<file path="config.mk">
export PLATFORM = sky130hd
export DESIGN_NAME = wshbn_arbiter_2m
export DESIGN_NICKNAME = d
export VERILOG_FILES = /design/src/rtl/wshbn_arbiter_2m.sv
export SDC_FILE = /design/constraint.sdc
export NUM_CORES = 1
export LEC_CHECK = 0
export BUFFER_PORTS_ARGS = -buffer_cell sky130_fd_sc_hd__buf_4
export CAP_MARGIN = 20
export CORE_AREA = 2 2 118 120
export CTS_CLUSTER_SIZE = 20
export DETAILED_ROUTE_END_ITERATION = 8
export DIE_AREA = 0 0 120 122
export PLACE_DENSITY_LB_ADDON = 0.25
export SYNTH_ARGS = -nofsm -noshare
export SYNTH_HDL_FRONTEND = slang
export SYNTH_SLANG_ARGS = --single-unit
</file>
<file path="constraint.sdc">
create_clock -name CLK_I -period 1.6 [get_ports CLK_I]
set_input_delay 0.08 -clock CLK_I [delete_from_list [all_inputs] [get_ports CLK_I]]
set_output_delay 0.08 -clock CLK_I [all_outputs]
set_load 0.02 [all_outputs]
</file>
<file path="src/rtl/wshbn_arbiter_2m.sv">
// Two-master Wishbone arbiter sharing one RAM slave (M0 = I-cache, M1 = D-cache).
// Define WSHBN_ARB_RR_EN for round-robin on contention; default is fixed M0 priority.
`timescale 1ns/1ps

module wshbn_arbiter_2m #(
    parameter int ADDR_WIDTH = 32,
    parameter int WORD_WIDTH = 32
) (
    input  logic                  CLK_I,
    input  logic                  RST_NI,
    input  logic [ADDR_WIDTH-1:0] M0_ADR_I,
    input  logic [WORD_WIDTH-1:0] M0_DAT_I,
    input  logic                  M0_WE_I,
    input  logic                  M0_STB_I,
    input  logic                  M0_CYC_I,
    output logic [WORD_WIDTH-1:0] M0_DAT_O,
    output logic                  M0_ACK_O,
    input  logic [ADDR_WIDTH-1:0] M1_ADR_I,
    input  logic [WORD_WIDTH-1:0] M1_DAT_I,
    input  logic                  M1_WE_I,
    input  logic                  M1_STB_I,
    input  logic                  M1_CYC_I,
    output logic [WORD_WIDTH-1:0] M1_DAT_O,
    output logic                  M1_ACK_O,
    output logic [ADDR_WIDTH-1:0] S_ADR_O,
    output logic [WORD_WIDTH-1:0] S_DAT_O,
    output logic                  S_WE_O,
    output logic                  S_STB_O,
    output logic                  S_CYC_O,
    input  logic [WORD_WIDTH-1:0] S_DAT_I,
    input  logic                  S_ACK_I,
    output logic [1:0]            GNT_O
);

    // State encoding doubles as the one-hot grant vector.
    typedef enum logic [1:0] {
        IDLE = 2'b00,
        GNT0 = 2'b01,
        GNT1 = 2'b10
    } state_t;

    localparam logic [1:0] OWN_M0 = 2'b01;
    localparam logic [1:0] OWN_M1 = 2'b10;

    state_t     r_state;
    state_t     w_next;
    logic [1:0] r_last_owner;
    logic       w_contest_m1;

`ifdef WSHBN_ARB_RR_EN
    // On contention, favour whichever master did not own the bus last.
    assign w_contest_m1 = (r_last_owner == OWN_M0);
`else
    // Fixed priority: M0 always wins; last_owner is tracked but not consulted.
    assign w_contest_m1 = 1'b0;
    logic w_unused_last;
    assign w_unused_last = ^r_last_owner;
`endif

    // Next-state: grants are held for the whole cycle and handed over directly.
    always_comb begin
        w_next = r_state;
        case (r_state)
            IDLE: begin
                if (M0_CYC_I && M1_CYC_I)
                    w_next = w_contest_m1 ? GNT1 : GNT0;
                else if (M0_CYC_I)
                    w_next = GNT0;
                else if (M1_CYC_I)
                    w_next = GNT1;
            end
            GNT0: begin
                if (!M0_CYC_I)
                    w_next = M1_CYC_I ? GNT1 : IDLE;
            end
            GNT1: begin
                if (!M1_CYC_I)
                    w_next = M0_CYC_I ? GNT0 : IDLE;
            end
            default: w_next = IDLE;
        endcase
    end

    // State register; reset drops any transfer in flight.
    always_ff @(posedge CLK_I or negedge RST_NI) begin
        if (!RST_NI)
            r_state <= IDLE;
        else
            r_state <= w_next;
    end

    // Remember the master granted most recently, captured on grant entry.
    always_ff @(posedge CLK_I or negedge RST_NI) begin
        if (!RST_NI) begin
            r_last_owner <= OWN_M1;
        end else if (w_next != r_state) begin
            if (w_next == GNT0)
                r_last_owner <= OWN_M0;
            else if (w_next == GNT1)
                r_last_owner <= OWN_M1;
        end
    end

    // Route the owner onto the slave and the slave response back to the
    // owner only; routing follows the registered state, so an ack in the
    // owner's final cycle never leaks to the next owner.
    always_comb begin
        S_ADR_O  = '0;
        S_DAT_O  = '0;
        S_WE_O   = 1'b0;
        S_STB_O  = 1'b0;
        S_CYC_O  = 1'b0;
        M0_DAT_O = '0;
        M0_ACK_O = 1'b0;
        M1_DAT_O = '0;
        M1_ACK_O = 1'b0;
        case (r_state)
            GNT0: begin
                S_ADR_O  = M0_ADR_I;
                S_DAT_O  = M0_DAT_I;
                S_WE_O   = M0_WE_I;
                S_STB_O  = M0_STB_I;
                S_CYC_O  = M0_CYC_I;
                M0_DAT_O = S_DAT_I;
                M0_ACK_O = S_ACK_I;
            end
            GNT1: begin
                S_ADR_O  = M1_ADR_I;
                S_DAT_O  = M1_DAT_I;
                S_WE_O   = M1_WE_I;
                S_STB_O  = M1_STB_I;
                S_CYC_O  = M1_CYC_I;
                M1_DAT_O = S_DAT_I;
                M1_ACK_O = S_ACK_I;
            end
            default: ;
        endcase
    end

    assign GNT_O = r_state;

endmodule

</file>
==> results of run 1 <==
-- per-stage QoR --
step / setup slack [ns] / power (mW) / instance area (um2) / instances / hold slack, ns
after floorplan: 0.0137 / 3.86 / 1730 / 247 / -0.216
after global placement: 0.0839 / 6.34 / 4240 / 710 / -0.133
after detailed placement: 0.0509 / 6.41 / 4240 / 710 / -0.132
after CTS: -0.0937 / 7.77 / 4670 / 721 / 0.176
after global routing: -0.149 / 8.08 / 4650 / 721 / 0.207
final: -0.0784 / 7.60 / 4650 / 721 / 0.175
-- worst register-to-register path, cell delays in order (launching register included) --
cell and delay [ns]:
sky130_fd_sc_hd__dfrtp_2 0.41, sky130_fd_sc_hd__buf_6 0.13, sky130_fd_sc_hd__ha_4 0.20, sky130_fd_sc_hd__buf_6 0.12, sky130_fd_sc_hd__a22o_1 0.24, sky130_fd_sc_hd__buf_4 0.13
sky130_fd_sc_hd__o21ai_0 0.14, sky130_fd_sc_hd__nand2_1 0.07
-- power by group through the flow --
stage               logic [mW]  registers, mW  clock network, mW
floorplan                 3.72          0.136                  0
global placement          6.24          0.100                  0
detailed placement        6.31          0.101                  0
CTS                       7.28          0.117              0.376
global route              7.58          0.120              0.380
finish                    7.11          0.115              0.369
-- cells in the mapped netlist --
library cell,count,area [um2]
sky130_fd_sc_hd__a211oi_2,1,12.5
sky130_fd_sc_hd__nor2b_1,66,413
sky130_fd_sc_hd__clkbuf_2,1,5.00
sky130_fd_sc_hd__buf_6,1,11.3
sky130_fd_sc_hd__inv_1,3,11.3
sky130_fd_sc_hd__buf_4,3,22.5
sky130_fd_sc_hd__o21ai_0,1,5.00
sky130_fd_sc_hd__nor3b_1,1,7.51
sky130_fd_sc_hd__ha_1,4,50.1
sky130_fd_sc_hd__dfrtp_1,2,50.1
sky130_fd_sc_hd__a21oi_1,2,10.0
sky130_fd_sc_hd__nand2_1,1,3.75
sky130_fd_sc_hd__o2111ai_1,1,8.76
sky130_fd_sc_hd__nor2_1,1,3.75
sky130_fd_sc_hd__o22ai_1,1,6.26
sky130_fd_sc_hd__a22oi_1,66,495
sky130_fd_sc_hd__clkbuf_1,10,37.5
sky130_fd_sc_hd__buf_2,14,70.1
sky130_fd_sc_hd__a22o_1,1,8.76
sky130_fd_sc_hd__and2_1,67,419
-- how the worst max path moves through the flow --
stage,from,end,depth (start not counted)
2_1_floorplan,GNT_O[0]$_DFFE_PN0P_,S_ADR_O[10],5
3_3_place_gp,GNT_O[0]$_DFFE_PN0P_,S_ADR_O[19],6
3_5_place_dp,GNT_O[0]$_DFFE_PN0P_,S_ADR_O[19],6
4_1_cts,GNT_O[1]$_DFFE_PN0P_,S_DAT_O[4],6
5_1_grt,GNT_O[1]$_DFFE_PN0P_,S_DAT_O[9],6
6_report,GNT_O[1]$_DFFE_PN0P_,S_ADR_O[14],6
-- per-layer routing --
layer | track usage | share of wire | vias up
met5 | 0 | 0 | -
met4 | 0.0132 | 0.0016 | 0
li1 | - | - | 1445
met3 | 0.0332 | 0.095 | 2
met2 | 0.299 | 0.56 | 182
met1 | 0.141 | 0.34 | 1346
-- area by class of cell --
type,instances,share of cell area
clock buffers,3,0.0161
inverters,3,0.00350
multi-input cells,213,0.366
flip-flops and latches,2,0.0113
well taps,180,0.0484
repair buffers,320,0.554
-- timing repair --
action	4_1_cts	5_1_grt
pin swaps	7	6
endpoints found under the hold margin	2	0
gates cloned	4	0
setup buffers	3	3
resized for setup	48	8
hold buffers	1	0
setup endpoints to repair	67	118
-- kinds of logic (layout without fill, tap and decap cells) --
| logic type | count (synthesis) | count (layout) |
|---|---|---|
| flip-flops | 2 | 2 |
| adder cells (fa/ha/maj) | 4 | 4 |
| AND/OR/NAND/NOR | 136 | 136 |
| AO/OA/AOI/OAI | 73 | 73 |
| buffers and inverters | 32 | 326 |
==> insert_results.sql, run 1 <==
INSERT INTO impl_metrics (metric_group, metric, value, unit) VALUES
('run_status', 'outcome', 'complete, but fails checks', ''),
('run_status', 'failed_checks', 'negative setup slack', ''),
('layout', 'layout.area.seq', '52.6', 'um2'),
('layout', 'highest_count_cells_in_the_layout_ignoring_fill_and_taps', '296 x sky130_fd_sc_hd__buf_4, 65 x sky130_fd_sc_hd__and2_1, 38 x sky130_fd_sc_hd__a22oi_1', ''),
('setup_path', 'crit_path_largest_cell_delay', '0.44', 'ns'),
('clock_network', 'cts.path.max_buffers', '2', ''),
('sta', 'fin_setup_tns', '-1.58', 'ns'),
('synth', 'post_synth_net_total', '420', ''),
('layout', 'final_nets', '716', ''),
('route', 'drt_pass1_iterations', '4', ''),
('floorplan', 'height_of_the_chip', '122', 'um'),
('floorplan', 'boundaryPins', '304', ''),
('setup_path', 'timing.critical_path.required', '1.52', 'ns'),
('placed_design', 'gp_congestion', '0.688', ''),
('sta', 'setup_violations', '52', ''),
('floorplan', 'die_w', '120', 'um'),
('setup_path', 'setup.worst_path.class', 'reg -> out', ''),
('synth', 'synthCells', '247', ''),
('synth', 'synth_compound_gate_area_share', '0.331', ''),
('power', 'p_sw', '3.72', 'mW'),
('setup_path', 'timing.critical_path.arrival', '1.60', 'ns'),
('global_routing', 'global_route_wire_length_before_repair', '16200', 'um'),
('min_path', 'worstHoldPathCells', '3', ''),
('route', 'vias', '2975', ''),
('layout', 'layout-drive-gt1-share', '0.723', ''),
('setup_path', 'worst_path_max_delay_cell', 'sky130_fd_sc_hd__dfrtp_2', ''),
('power', 'switching_share', '0.490', ''),
('setup_path', 'timing.critical_path.cells', 'inv_4 > ha_4 > buf_4 > a22oi_1 > nor2b_1 > buf_4', ''),
('sta', 'final.setup_skew', '0.00147', 'ns'),
('setup_path', 'reg2regPathDepth', '7', ''),
('floorplan', 'placeableCoreArea', '0.0135', 'mm2'),
('layout', 'fillCellCount', '1415', ''),
('synth', 'synth.avg_cell_area', '6.69', 'um2'),
('floorplan', 'fp-row-count', '43', ''),
('global_routing', 'grt_pass1_vias', '3071', ''),
('clock_network', 'clock-root-buffer', 'sky130_fd_sc_hd__clkbuf_16', ''),
('clock_network', 'numClockSinks', '2', ''),
('power', 'ir_drop_worst_vdd', '0.766', 'mV'),
('synth', 'synth_seq_cells', '2', ''),
('sta', 'period_share', '1.05', ''),
('setup_path', 'critical-path-top-cell-by-count', 'sky130_fd_sc_hd__buf_4', ''),
('synth', 'synth_top_family_by_area', 'simple AND/OR/NAND/NOR gates', ''),
('power', 'power.density', '1630', 'mW/mm2'),
('sta', 'hold_viol', '0', ''),
('clock_network', 'clk_pin_slew', '0.03', 'ns'),
('synth', 'synth_area', '0.00165', 'mm2'),
('setup_path', 'cp-start-kind', 'flop', ''),
('layout', 'final_common_cell', 'sky130_fd_sc_hd__buf_4', ''),
('setup_path', 'critPathTopFamily', 'buffers and inverters', ''),
('layout', 'syn2layout_area_growth', '182', '%'),
('setup_path', 'cp-end-kind', 'primary output', ''),
('min_path', 'hp-class', 'in -> reg', ''),
('setup_path', 'cp.buffers_inverters', '3', ''),
('synth', 'fraction_of_synthesized_area_in_multiplexers', '0', ''),
('global_routing', 'grt_overflow', '0', ''),
('power', 'total_leakage_power', '2.22', 'nW'),
('placed_design', 'place_hpwl', '8760', 'um'),
('sta', 'period_needed', '1.68', 'ns'),
('setup_path', 'regToRegSetupSlack', '0.02', 'ns'),
('clock_network', 'cts-buffers-inserted', '3', ''),
('route', 'post-route-drc-count', '0', ''),
('min_path', 'timing.hold.worst.start', 'M0_CYC_I', ''),
('route', 'drt-initial-drc-count', '69', ''),
('setup_path', 'worst_r2r_endpoint', 'GNT_O[1]$_DFFE_PN0P_', ''),
('layout', 'flip_flop_count_of_the_largest_register_after_layout', '2', ''),
('route', 'route.antenna.remaining_nets', '0', ''),
('setup_path', 'cp_max_fo', '12', ''),
('clock_network', 'insertion_delay', '0.22', 'ns'),
('sta', 'post-route-worst-setup-slack', '-0.0784', 'ns'),
('clock_network', 'h-tree-depth', '1', ''),
('global_routing', 'globalRouteTotalUtil', '0.141', '');
Note: power is estimated with default switching activity, not from simulation.
==> inputs of run 2 (changes only) <==
Clock period 1.6 ns to 2 ns, I/O delays scaled along.
==> run 2 against run 1 <==
  * The flow now finishes without violations
  * First-iteration DRC count rose by 46%
  * Global-route usage fell by 2.7 points
  * Wire length fell by 19%
  * Register-to-register slack improved by 0.46 ns
  * Count of clock-buffer cells in the layout did not move
  * Setup slack improved by 0.18 ns
  * Critical path type unchanged
  * Largest power group unchanged
==> insert_results.sql, run 2 (same netlist as run 1, synthesis figures left out) <==
INSERT INTO impl_metrics (metric_group, metric, value, unit) VALUES
('floorplan', 'floorplan.die_area', '0.0146', 'mm2'),
('setup_path', 'timing.critical_path.arrival', '1.79', 'ns'),
('layout', 'layout-drive-gt1-share', '0.601', ''),
('floorplan', 'placeableCoreArea', '0.0135', 'mm2'),
('sta', 'unrepaired_setup_endpoints_after_global_routing', 'false', ''),
('route', 'route.antenna.remaining_nets', '0', ''),
('placed_design', 'placed_cells', '714', ''),
('layout', 'final_cells', '721', ''),
('clock_network', 'count_of_cells_resized_by_post_cts_repair', '0', ''),
('layout', 'final_common_cell', 'sky130_fd_sc_hd__buf_4', ''),
('global_routing', 'grt_overflow', '0', ''),
('clock_network', 'insertion_delay', '0.23', 'ns'),
('layout', 'syn2layout_area_growth', '160', '%'),
('route', 'routed_via_density', '4.08', ''),
('floorplan', 'height_of_the_chip', '122', 'um'),
('setup_path', 'cp-end-kind', 'primary output', ''),
('placed_design', 'portBuffers', '303', ''),
('route', 'post_dr_wirelength_cell', '13.0', 'um'),
('floorplan', 'boundaryPins', '304', ''),
('sta', 'hold_viol', '0', ''),
('power', 'power.density', '1240', 'mW/mm2'),
('route', 'totalWireLength', '9410', 'um'),
('placed_design', 'placed_area', '0.00419', 'mm2'),
('clock_network', 'clock-root-buffer', 'sky130_fd_sc_hd__clkbuf_16', ''),
('global_routing', 'globalRouteTotalUtil', '0.114', ''),
('route', 'vias', '2945', ''),
('setup_path', 'setup.worst_path.class', 'reg -> out', ''),
('sta', 'period_share', '0.947', ''),
('sta', 'maxSlewHeadroom', '0.826', ''),
('clock_network', 'clk_pin_slew', '0.03', 'ns'),
('layout', 'fillCellCount', '1422', ''),
('global_routing', 'number_of_antenna_violations_at_the_first_check_in_global_routing', '0', ''),
('placed_design', 'gp_congestion', '0.700', ''),
('sta', 'period_needed', '1.89', 'ns'),
('min_path', 'hp-class', 'in -> reg', ''),
('sta', 'timing.fmax', '528', 'MHz'),
('clock_network', 'cts-buffers-inserted', '3', ''),
('power', 'ir_drop_worst_vdd', '0.487', 'mV'),
('sta', 'final.setup_skew', '0.00379', 'ns'),
('run_status', 'outcome', 'finished, final reports clean', ''),
('clock_network', 'numClockSinks', '2', ''),
('floorplan', 'fp-row-count', '43', ''),
('global_routing', 'grt_start_max_net_pins', '58', ''),
('route', 'drt_pass1_iterations', '4', ''),
('layout', 'highest_count_cells_in_the_layout_ignoring_fill_and_taps', '314 x sky130_fd_sc_hd__buf_4, 67 x sky130_fd_sc_hd__and2_1, 66 x sky130_fd_sc_hd__a22oi_1, 66 x sky130_fd_sc_hd__nor2b_1, 5 x sky130_fd_sc_hd__buf_12', ''),
('sta', 'slew_violations', '0', ''),
('route', 'drt-initial-drc-count', '101', ''),
('sta', 'setup_violations', '0', ''),
('layout', 'multi_input_area', '0.00147', 'mm2'),
('floorplan', 'die_w', '120', 'um'),
('floorplan', 'initial_core_util', '0.122', ''),
('power', 'total_leakage_power', '2.16', 'nW'),
('layout', 'layout.area.seq', '50.0', 'um2'),
('global_routing', 'grt_pass1_vias', '2842', ''),
('clock_network', 'h-tree-depth', '1', ''),
('run', 'timing.max_cap.violations', '0', ''),
('setup_path', 'timing.critical_path.required', '1.90', 'ns'),
('layout', 'flip_flop_count_of_the_largest_register_after_layout', '2', ''),
('layout', 'final_nets', '716', ''),
('placed_design', 'place_hpwl', '7750', 'um'),
('clock_network', 'cts.path.max_buffers', '2', ''),
('route', 'post-route-drc-count', '0', ''),
('setup_path', 'cp_max_fo', '24', ''),
('sta', 'fin_setup_tns', '0', 'ns'),
('global_routing', 'global_route_wire_length_before_repair', '13600', 'um'),
('layout', 'finalInstanceArea', '0.00430', 'mm2'),
('clock_network', 'tritoncts_clock_tree', 'built', ''),
('layout', 'antenna_cells_inserted', '0', ''),
('setup_path', 'cp-start-kind', 'flop', ''),
('sta', 'worstMarginPinSlew', '0.261', 'ns');
-- run 2: cell type report --
cell class              instances  area share
inverters                       3     0.00262
well taps                     180      0.0524
flip-flops and latches          2      0.0116
clock buffers                   3      0.0175
multi-input cells             213       0.342
repair buffers                320       0.574
-- run 2: stage by stage --
stage | setup WS (ns) | util | power (mW) | hold slack, ns
after global placement | 0.380 | 0.310 | 5.01 | -0.116
final | 0.106 | 0.318 | 5.33 | 0.189
after floorplan | 0.200 | - | 2.95 | -0.196
after detailed placement | 0.346 | 0.310 | 5.04 | -0.116
after CTS | 0.0845 | 0.317 | 5.38 | 0.191
after global routing | 0.00854 | 0.318 | 5.72 | 0.222
-- run 2: worst paths after layout --
| path | slack [ns] | startpoint | cells after the start | to |
|---|---|---|---|---|
| min reg2reg | 0.59 | GNT_O[0]$_DFFE_PN0P_ | 2 | GNT_O[0]$_DFFE_PN0P_ |
| min in group asynchronous | 0.22 | RST_NI | 2 | GNT_O[1]$_DFFE_PN0P_ |
| min | 0.19 | M0_CYC_I | 3 | GNT_O[0]$_DFFE_PN0P_ |
| max reg2reg | 0.48 | GNT_O[1]$_DFFE_PN0P_ | 5 | GNT_O[1]$_DFFE_PN0P_ |
| max in group asynchronous | 1.69 | RST_NI | 2 | GNT_O[0]$_DFFE_PN0P_ |
| max | 0.11 | GNT_O[1]$_DFFE_PN0P_ | 7 | S_ADR_O[21] |
-- run 2: where the power goes --
part	internal, mW	leakage, nW	switching, mW	total, mW
combinational	2.35	2.09	2.59	4.93
clock	0.256	0.0370	0.0598	0.316
sequential	0.0588	0.0258	0.0196	0.0784
-- run 2: critical path: stages (launching register included) --
cell and delay, ns:
sky130_fd_sc_hd__dfrtp_1 0.43, sky130_fd_sc_hd__inv_1 0.15, sky130_fd_sc_hd__ha_4 0.23, sky130_fd_sc_hd__buf_12 0.19, sky130_fd_sc_hd__buf_12 0.17, sky130_fd_sc_hd__a22oi_1 0.08, sky130_fd_sc_hd__nor2b_1 0.14, sky130_fd_sc_hd__buf_4 0.16
-- run 2: what timing repair did --
action,in CTS,in global routing
setup endpoints to repair,0,1
hold endpoints to repair,2,0
hold buffers,1,0
setup buffers,0,3
-- run 2: metal layers --
metal	GRT usage	vias to the layer above	wire (um)
met5	0	-	0
met4	0.0353	0	118
met3	0.0192	7	862
met2	0.235	156	5280
met1	0.115	1334	3150
li1	-	1448	-
